===== config.mk =====
export PLATFORM = sky130hd
export DESIGN_NAME = uart_rx_core
export DESIGN_NICKNAME = d
export VERILOG_FILES = /design/src/rtl/uart_rx_core_pkg.sv /design/src/rtl/rx_sample_counter.sv /design/src/rtl/uart_rx_core.sv
export SDC_FILE = /design/constraint.sdc
export NUM_CORES = 1
export LEC_CHECK = 0
export ABC_AREA = 1
export CAP_MARGIN = 10
export CORE_AREA = 8 8 65 67
export DETAILED_ROUTE_END_ITERATION = 10
export DIE_AREA = 0 0 73 75
export GPL_ROUTABILITY_DRIVEN = 0
export PLACE_DENSITY = 0.66
export SYNTH_ARGS = -nofsm -noshare
export SYNTH_HDL_FRONTEND = slang
export SYNTH_SLANG_ARGS = --single-unit
export TNS_END_PERCENT = 30

===== constraint.sdc =====
create_clock -name clk -period 2.7 [get_ports clk]
set_input_delay 0.405 -clock clk [delete_from_list [all_inputs] [get_ports clk]]
set_output_delay 0.405 -clock clk [all_outputs]
set_load 0.02 [all_outputs]

===== src/rtl/uart_rx_core_pkg.sv =====
// Shared constants and state encoding for the 16x oversampling 8N1 UART receiver.
package uart_rx_core_pkg;

  localparam int OVERSAMPLE = 16;
  localparam int MID_START  = 7;
  localparam int DATA_BITS  = 8;

  localparam logic [3:0] MID_COUNT  = 4'(MID_START);
  localparam logic [3:0] LAST_COUNT = 4'(OVERSAMPLE - 1);
  localparam logic [2:0] LAST_BIT   = 3'(DATA_BITS - 1);

  typedef enum logic [2:0] {
    ST_IDLE  = 3'd0,
    ST_START = 3'd1,
    ST_DATA  = 3'd2,
    ST_STOP  = 3'd3,
    ST_BREAK = 3'd4
  } state_t;

endpackage


===== src/rtl/rx_sample_counter.sv =====
// Free-running 4-bit oversample counter; advances and clears only on enable ticks.
module rx_sample_counter
  import uart_rx_core_pkg::*;
(
  input  logic       clk,
  input  logic       rst,
  input  logic       uart_ce,
  input  logic       clear,
  output logic [3:0] count,
  output logic       tick7,
  output logic       tick15
);

  // Sample counter, wraps 15 -> 0 naturally
  always_ff @(posedge clk or posedge rst) begin
    if (rst) begin
      count <= 4'd0;
    end else if (uart_ce) begin
      if (clear) begin
        count <= 4'd0;
      end else begin
        count <= count + 4'd1;
      end
    end else begin
      count <= count;
    end
  end

  assign tick7  = (count == MID_COUNT);
  assign tick15 = (count == LAST_COUNT);

endmodule


===== src/rtl/uart_rx_core.sv =====
// 8N1 UART receiver core: synchronizes RXD, mid-bit samples at 16x oversampling,
// reports framed bytes and stop-bit errors as single-cycle pulses.
module uart_rx_core
  import uart_rx_core_pkg::*;
(
  input  logic       clk,
  input  logic       rst,
  input  logic       uart_ce,
  input  logic       rxd,
  output logic [7:0] rx_data,
  output logic       rx_valid,
  output logic       rx_ferr,
  output logic       rx_busy
);

  logic       sync1_r;
  logic       sync2_r;
  logic       line_s;
  logic       clear_s;
  logic [3:0] count_s;
  logic       tick7_s;
  logic       tick15_s;
  state_t     state_r;
  logic [2:0] bit_idx_r;
  logic [7:0] shift_r;

  // Two-flop synchronizer, idles high so reset does not look like a start bit
  always_ff @(posedge clk or posedge rst) begin
    if (rst) begin
      sync1_r <= 1'b1;
      sync2_r <= 1'b1;
    end else begin
      sync1_r <= rxd;
      sync2_r <= sync1_r;
    end
  end

  assign line_s = sync2_r;

  // Counter restarts at start detection and again at mid-start, so every later
  // sample lands on count 15, i.e. one full bit period apart.
  always_comb begin
    clear_s = 1'b0;
    if ((state_r == ST_IDLE) && !line_s) begin
      clear_s = 1'b1;
    end else if ((state_r == ST_START) && tick7_s) begin
      clear_s = 1'b1;
    end else begin
      clear_s = 1'b0;
    end
  end

  rx_sample_counter u_sample_counter (
    .clk     (clk),
    .rst     (rst),
    .uart_ce (uart_ce),
    .clear   (clear_s),
    .count   (count_s),
    .tick7   (tick7_s),
    .tick15  (tick15_s)
  );

  // Receive FSM with registered data, pulse and busy outputs
  always_ff @(posedge clk or posedge rst) begin
    if (rst) begin
      state_r   <= ST_IDLE;
      bit_idx_r <= 3'd0;
      shift_r   <= 8'h00;
      rx_data   <= 8'h00;
      rx_valid  <= 1'b0;
      rx_ferr   <= 1'b0;
      rx_busy   <= 1'b0;
    end else begin
      rx_valid <= 1'b0;
      rx_ferr  <= 1'b0;
      if (uart_ce) begin
        case (state_r)
          ST_IDLE: begin
            if (!line_s) begin
              state_r <= ST_START;
              rx_busy <= 1'b1;
            end
          end
          ST_START: begin
            if (tick7_s) begin
              if (!line_s) begin
                state_r   <= ST_DATA;
                bit_idx_r <= 3'd0;
              end else begin
                state_r <= ST_IDLE;
                rx_busy <= 1'b0;
              end
            end
          end
          ST_DATA: begin
            if (tick15_s) begin
              shift_r[bit_idx_r] <= line_s;
              if (bit_idx_r == LAST_BIT) begin
                state_r <= ST_STOP;
              end else begin
                bit_idx_r <= bit_idx_r + 3'd1;
              end
            end
          end
          ST_STOP: begin
            if (tick15_s) begin
              if (line_s) begin
                rx_data  <= shift_r;
                rx_valid <= 1'b1;
                state_r  <= ST_IDLE;
                rx_busy  <= 1'b0;
              end else begin
                rx_ferr <= 1'b1;
                state_r <= ST_BREAK;
              end
            end
          end
          ST_BREAK: begin
            if (line_s) begin
              state_r <= ST_IDLE;
              rx_busy <= 1'b0;
            end
          end
          default: begin
            state_r <= ST_IDLE;
            rx_busy <= 1'b0;
          end
        endcase
      end
    end
  end

endmodule


---- Word-level counts from Yosys, hierarchy flattened ----
Index checks and enable logic that the tools add are counted.
word-level totals
  flip-flop bits (word level) ............. 31
  bits in latches ......................... 0
  memory bits (writable) .................. 0
  bits in read-only memories .............. 0
  bits of input ports ..................... 4
  output and inout bits ................... 11
  logic and storage cells ................. 74
  memories ................................ 0
operators by class
  add/subtract/negate cells ............... 2
  $mul .................................... 0
  div/mod/pow operators ................... 0
  magnitude comparators ................... 2
  equal/unequal tests ..................... 15
  shift operators ......................... 0
  multiplexer cells ....................... 33
  bitwise gates (word level) .............. 1
  reduce and logical (&&, ||, !) cells .... 11
operator list
  operator                                                                              number
  3-bit 2-to-1 mux                                                                      11
  2-bit != test (second input constant)                                                 8
  1-bit 2-to-1 mux                                                                      15
  3-bit case mux with 5 select lines                                                    1
  8-bit bitwise mux                                                                     1
  7-bit AND reduction                                                                   1
  3-bit by 2-bit == test with 1-bit output (second input constant)                      2
  3-bit == test (second input constant)                                                 2
  3-bit case mux with 2 select lines                                                    1
  6-bit AND reduction                                                                   1
  1-bit case mux with 5 select lines                                                    1
  5-bit AND reduction                                                                   1
  4-bit by 1-bit adder with 4-bit output (second input constant)                        1
  4-bit by 3-bit == test with 1-bit output (second input constant)                      1
  4-bit == test (second input constant)                                                 1
  3-bit by 4-bit < comparator with 1-bit output (second input constant)                 1
  4-bit 2-to-1 mux                                                                      1
  4-bit AND reduction                                                                   1
  3-bit by 1-bit adder with 3-bit output (second input constant)                        1
  1-bit demux with 3-bit select                                                         1
  3-bit by 1-bit == test with 1-bit output (second input constant)                      1
  3-bit by 1-bit greater-or-equal comparator with 1-bit output (second input constant)  1
  1-bit logical AND                                                                     3
  3-bit zero test                                                                       1
  other kinds (5)                                                                       5

---- Depth between registers and ports, before layout ----
  depth in word-level cells ............... 5
  gate-level depth with buffers ........... 9
  gate-level depth less buffers ........... 9

---- Modules after synthesis ----
From an unflattened synthesis, not the netlist that was laid out.
unflattened totals
  cell total of the unflattened synthesis .. 185
  area total of the unflattened synthesis .. 1,525.2 um^2
by module, submodules not included
  module             times used  cells each  area each (um^2)  seq. area each (um^2)
  uart_rx_core       1           158         1,317.5           678.2
  rx_sample_counter  1           27          207.7             100.1

---- Worst setup path before layout ----
Ideal clock, no wire load.
  path type ............................... register to register
  start ................................... reg u_sample_counter.count[0]
  end ..................................... reg shift_r[1]
  setup time .............................. 0.116 ns
  arrival ................................. 1.246 ns
  required time ........................... 2.584 ns
  setup slack ............................. 1.337 ns
  stages on the path, launching flop included .. 9
  buffers on the path ..................... 0
  clock period less this slack ............ 1.363 ns
  cells stage by stage .................... dfrtp_1 > ha_1 > nand2_1 > nor2_1 > nand2_1 > nor3_4 > nand2_1 > nand2_1 > nand2_1
between the ends
  longest elaborated chain between the ends .. 2
ends and longest elaborated chain
  what                           line                     text
  start, declared                rx_sample_counter.sv:9   output logic [3:0] count,
  start signal, assigned         rx_sample_counter.sv:22  count <= count + 4'd1;
  start signal, assigned         rx_sample_counter.sv:25  count <= count;
  4-bit == test                  rx_sample_counter.sv:30  assign tick15 = (count == LAST_COUNT);
  3-bit AND reduction (no line)  --
  end signal, assigned by index  uart_rx_core.sv:97       shift_r[bit_idx_r] <= line_s;
  end, declared                  uart_rx_core.sv:25       logic [7:0] shift_r;
Every way passes these cells.
A chain may end at the register's enable or synchronous reset.

---- Worst setup path after layout ----
  start ................................... reg rx_data[3]
  end ..................................... out rx_data[3]
RTL lines
  what                    line                 text
  start, declared         uart_rx_core.sv:10   output logic [7:0] rx_data,
  start signal, assigned  uart_rx_core.sv:108  rx_data <= shift_r;
No word-level cell between the ends.

==> out/results.ini <==
[status]
outcome = completed

[die]
die_h_um = 75
pin_count = 15
placeableCoreArea_um2 = 3230
initial_utilization_pct = 47.9
placementRows = 21
fp.dieW_um = 73
die_area_um2 = 5480

[sta]
slew_headroom_pct = 73.9
clock.fmax_mhz = 587
finalSetupViolations = 0
fin_tns_setup_ns = 0
period_needed_ns = 1.70
hold_violations = 0
fin_skew_ns = 0.00814
worstMarginPinSlew_ns = 0.391
whs_ns = 0.362
rsz0062_at_grt = no
min_period_over_period_pct = 63.1
maxSlewViolCount = 0

[clocking]
cts_buffer_depth = 2
root_buffer = clkbuf_4
postCtsSetupRepairBufs = 0
cts.htree.levels = 2
cts.sinks = 31
cts_tree = done
holdBufCountCts = 0
cts_inserted_buffers = 5
cts_resized = 0
path_clk_slew_ns = 0.10
clk_latency_ns = 0.32

[critical_path]
cp-end-kind = output pin
path_max_fanout = 2
worst-r2r-cell-count = 8
rr_endpoint = shift_r[1]
crit_required_ns = 2.30
arrival_ns = 1.30
path_cells = clkdlybuf4s50_1
start_kind = flip-flop
r2r_slack_ns = 1.13
cp_slowest_stage_delay_ns = 0.61
cp_top_family = buffers and inverters
r2r-start = u_sample_counter.count[0]
cp_slowest_cell = clkdlybuf4s50_1
crit_type = reg -> out
crit_buf_inv = 1

[detailed_routing]
drt_iter0_drc = 67
wl_per_cell_um = 11.3
vias = 1217
via_per_inst = 4.75
drc = 0
ant_nets = 0
wirelength_um = 2900
firstDrtPassIters = 4

[power_and_ir_drop]
p_leak_uw = 0.000908
peakVddDrop_uv = 318
p_per_area_nw_per_um2 = 740

[layout]
final_nets = 216
antennaDiodeCount = 0
area_delta_synth_final_pct = 15.3
final_common_cell = nand2_1
final_cell_mix = 69 x nand2_1, 29 x dfrtp_1, 20 x nor2_1, 20 x nand3_1, 17 x inv_1
fillCellCount = 315
drive_gt1_share_pct = 8.57
instances_no_fill = 256

[place]
dp_hpwl_um = 2160
placedCellCount = 248
port_buffers = 14

[yosys]
syn_area_um2 = 1550
syn_area_per_cell_um2 = 8.10
ys_seq_area_share_pct = 50.3
ys_types = 23
yosysWarnings = 0
syn-num-nets = 198
ys_ff_latch = 31
syn-instance-count = 191

[global_routing]
gr-total-overflow = 0
grt_max_degree = 32
grtUsageTotal_pct = 11.9
grt_first_pass_wirelength_um = 4970
grt_pass1_vias = 1115
antenna_found_initial = 0

[min_path]
holdCritPathClass = reg -> reg
whs_endpoint = line_s
hold_path_depth = 0
min-delay-start = sync1_r

[flow_run]
drv_cap = 0

==> registers in the layout, summed over array words and instances, names as in the netlist <==
name / cells
rx_data: 8
shift_r: 8
u_sample_counter.count: 4
bit_idx_r: 3
state_r: 3
line_s: 1
rx_busy: 1
rx_ferr: 1
rx_valid: 1
sync1_r: 1
==> kinds of logic (layout without fill, tap and decap cells) <==
group	count (synthesis)	count (layout)	share of synthesized area [%]
AO/OA/AOI/OAI	14	14	4.53
XOR/XNOR	2	2	1.13
adder cells (fa/ha/maj)	3	3	2.43
buffers and inverters	22	41	6.39
flip-flops	31	31	50.3
AND/OR/NAND/NOR	119	119	35.2
==> layout make-up <==
type	instances	area (um^2)	share of cell area, %
Clock buffer	7	55.1	3.09
Clock inverter	1	5.00	0.281
Inverter	18	70.1	3.93
Multi-Input combinational cell	138	671	37.6
Sequential cell	31	778	43.6
Tap cell	46	57.6	3.23
Timing Repair Buffer	15	148	8.27
==> synthesized netlist by cell type, drive strengths merged <==
master | instances | share of area, %
dfstp | 2 | 3.4
nand3 | 22 | 7.8
dfrtp | 29 | 47
ha | 3 | 2.4
inv | 18 | 4.5
nand4 | 2 | 0.81
nor3 | 2 | 1.4
xor2 | 1 | 0.57
buf | 4 | 1.9
o21ai | 9 | 2.9
xnor2 | 1 | 0.57
nand2 | 70 | 18
a21oi | 5 | 1.6
nor2 | 23 | 7.3
==> routing by layer <==
| metal | vias to the layer above | share of wire [%] | global-route usage (%) |
|---|---|---|---|
| met5 | - | 0 | 0 |
| met4 | 0 | 2.0 | 6.22 |
| met3 | 7 | 4.9 | 4.26 |
| met2 | 27 | 47 | 18.9 |
| met1 | 546 | 46 | 13.8 |
| li1 | 637 | - | - |
==> power breakdown <==
group | switching [uW] | internal [uW] | total, uW
logic | 267 | 153 | 419
clock network | 151 | 126 | 277
registers | 94.4 | 529 | 623
total | 512 | 808 | 1320
==> how the worst max path moves through the flow <==
stage | start | end | slack, ns | cells after the start
finish | rx_data[3] | rx_data[3] | 1.0 | 1
CTS | rx_data[3] | rx_data[3] | 0.97 | 1
global route | uart_ce | rx_data[0] | 0.86 | 7
floorplan | u_sample_counter.count[0] | shift_r[1] | 1.34 | 8
detailed placement | uart_ce | rx_data[0] | 0.70 | 7
global placement | uart_ce | rx_data[3] | 0.77 | 7
==> stage by stage <==
step | total power [uW] | setup slack (ns) | util (%) | area, um^2
6_report | 1320 | 0.997 | 55.2 | 1780
3_3_place_gp | 1040 | 0.767 | 53.3 | 1720
3_5_place_dp | 1050 | 0.696 | 53.3 | 1720
5_1_grt | 1420 | 0.862 | 55.2 | 1780
2_1_floorplan | 968 | 1.34 | - | 1550
4_1_cts | 1340 | 0.971 | 55.2 | 1780
Note: power is estimated with default switching activity, not from simulation.
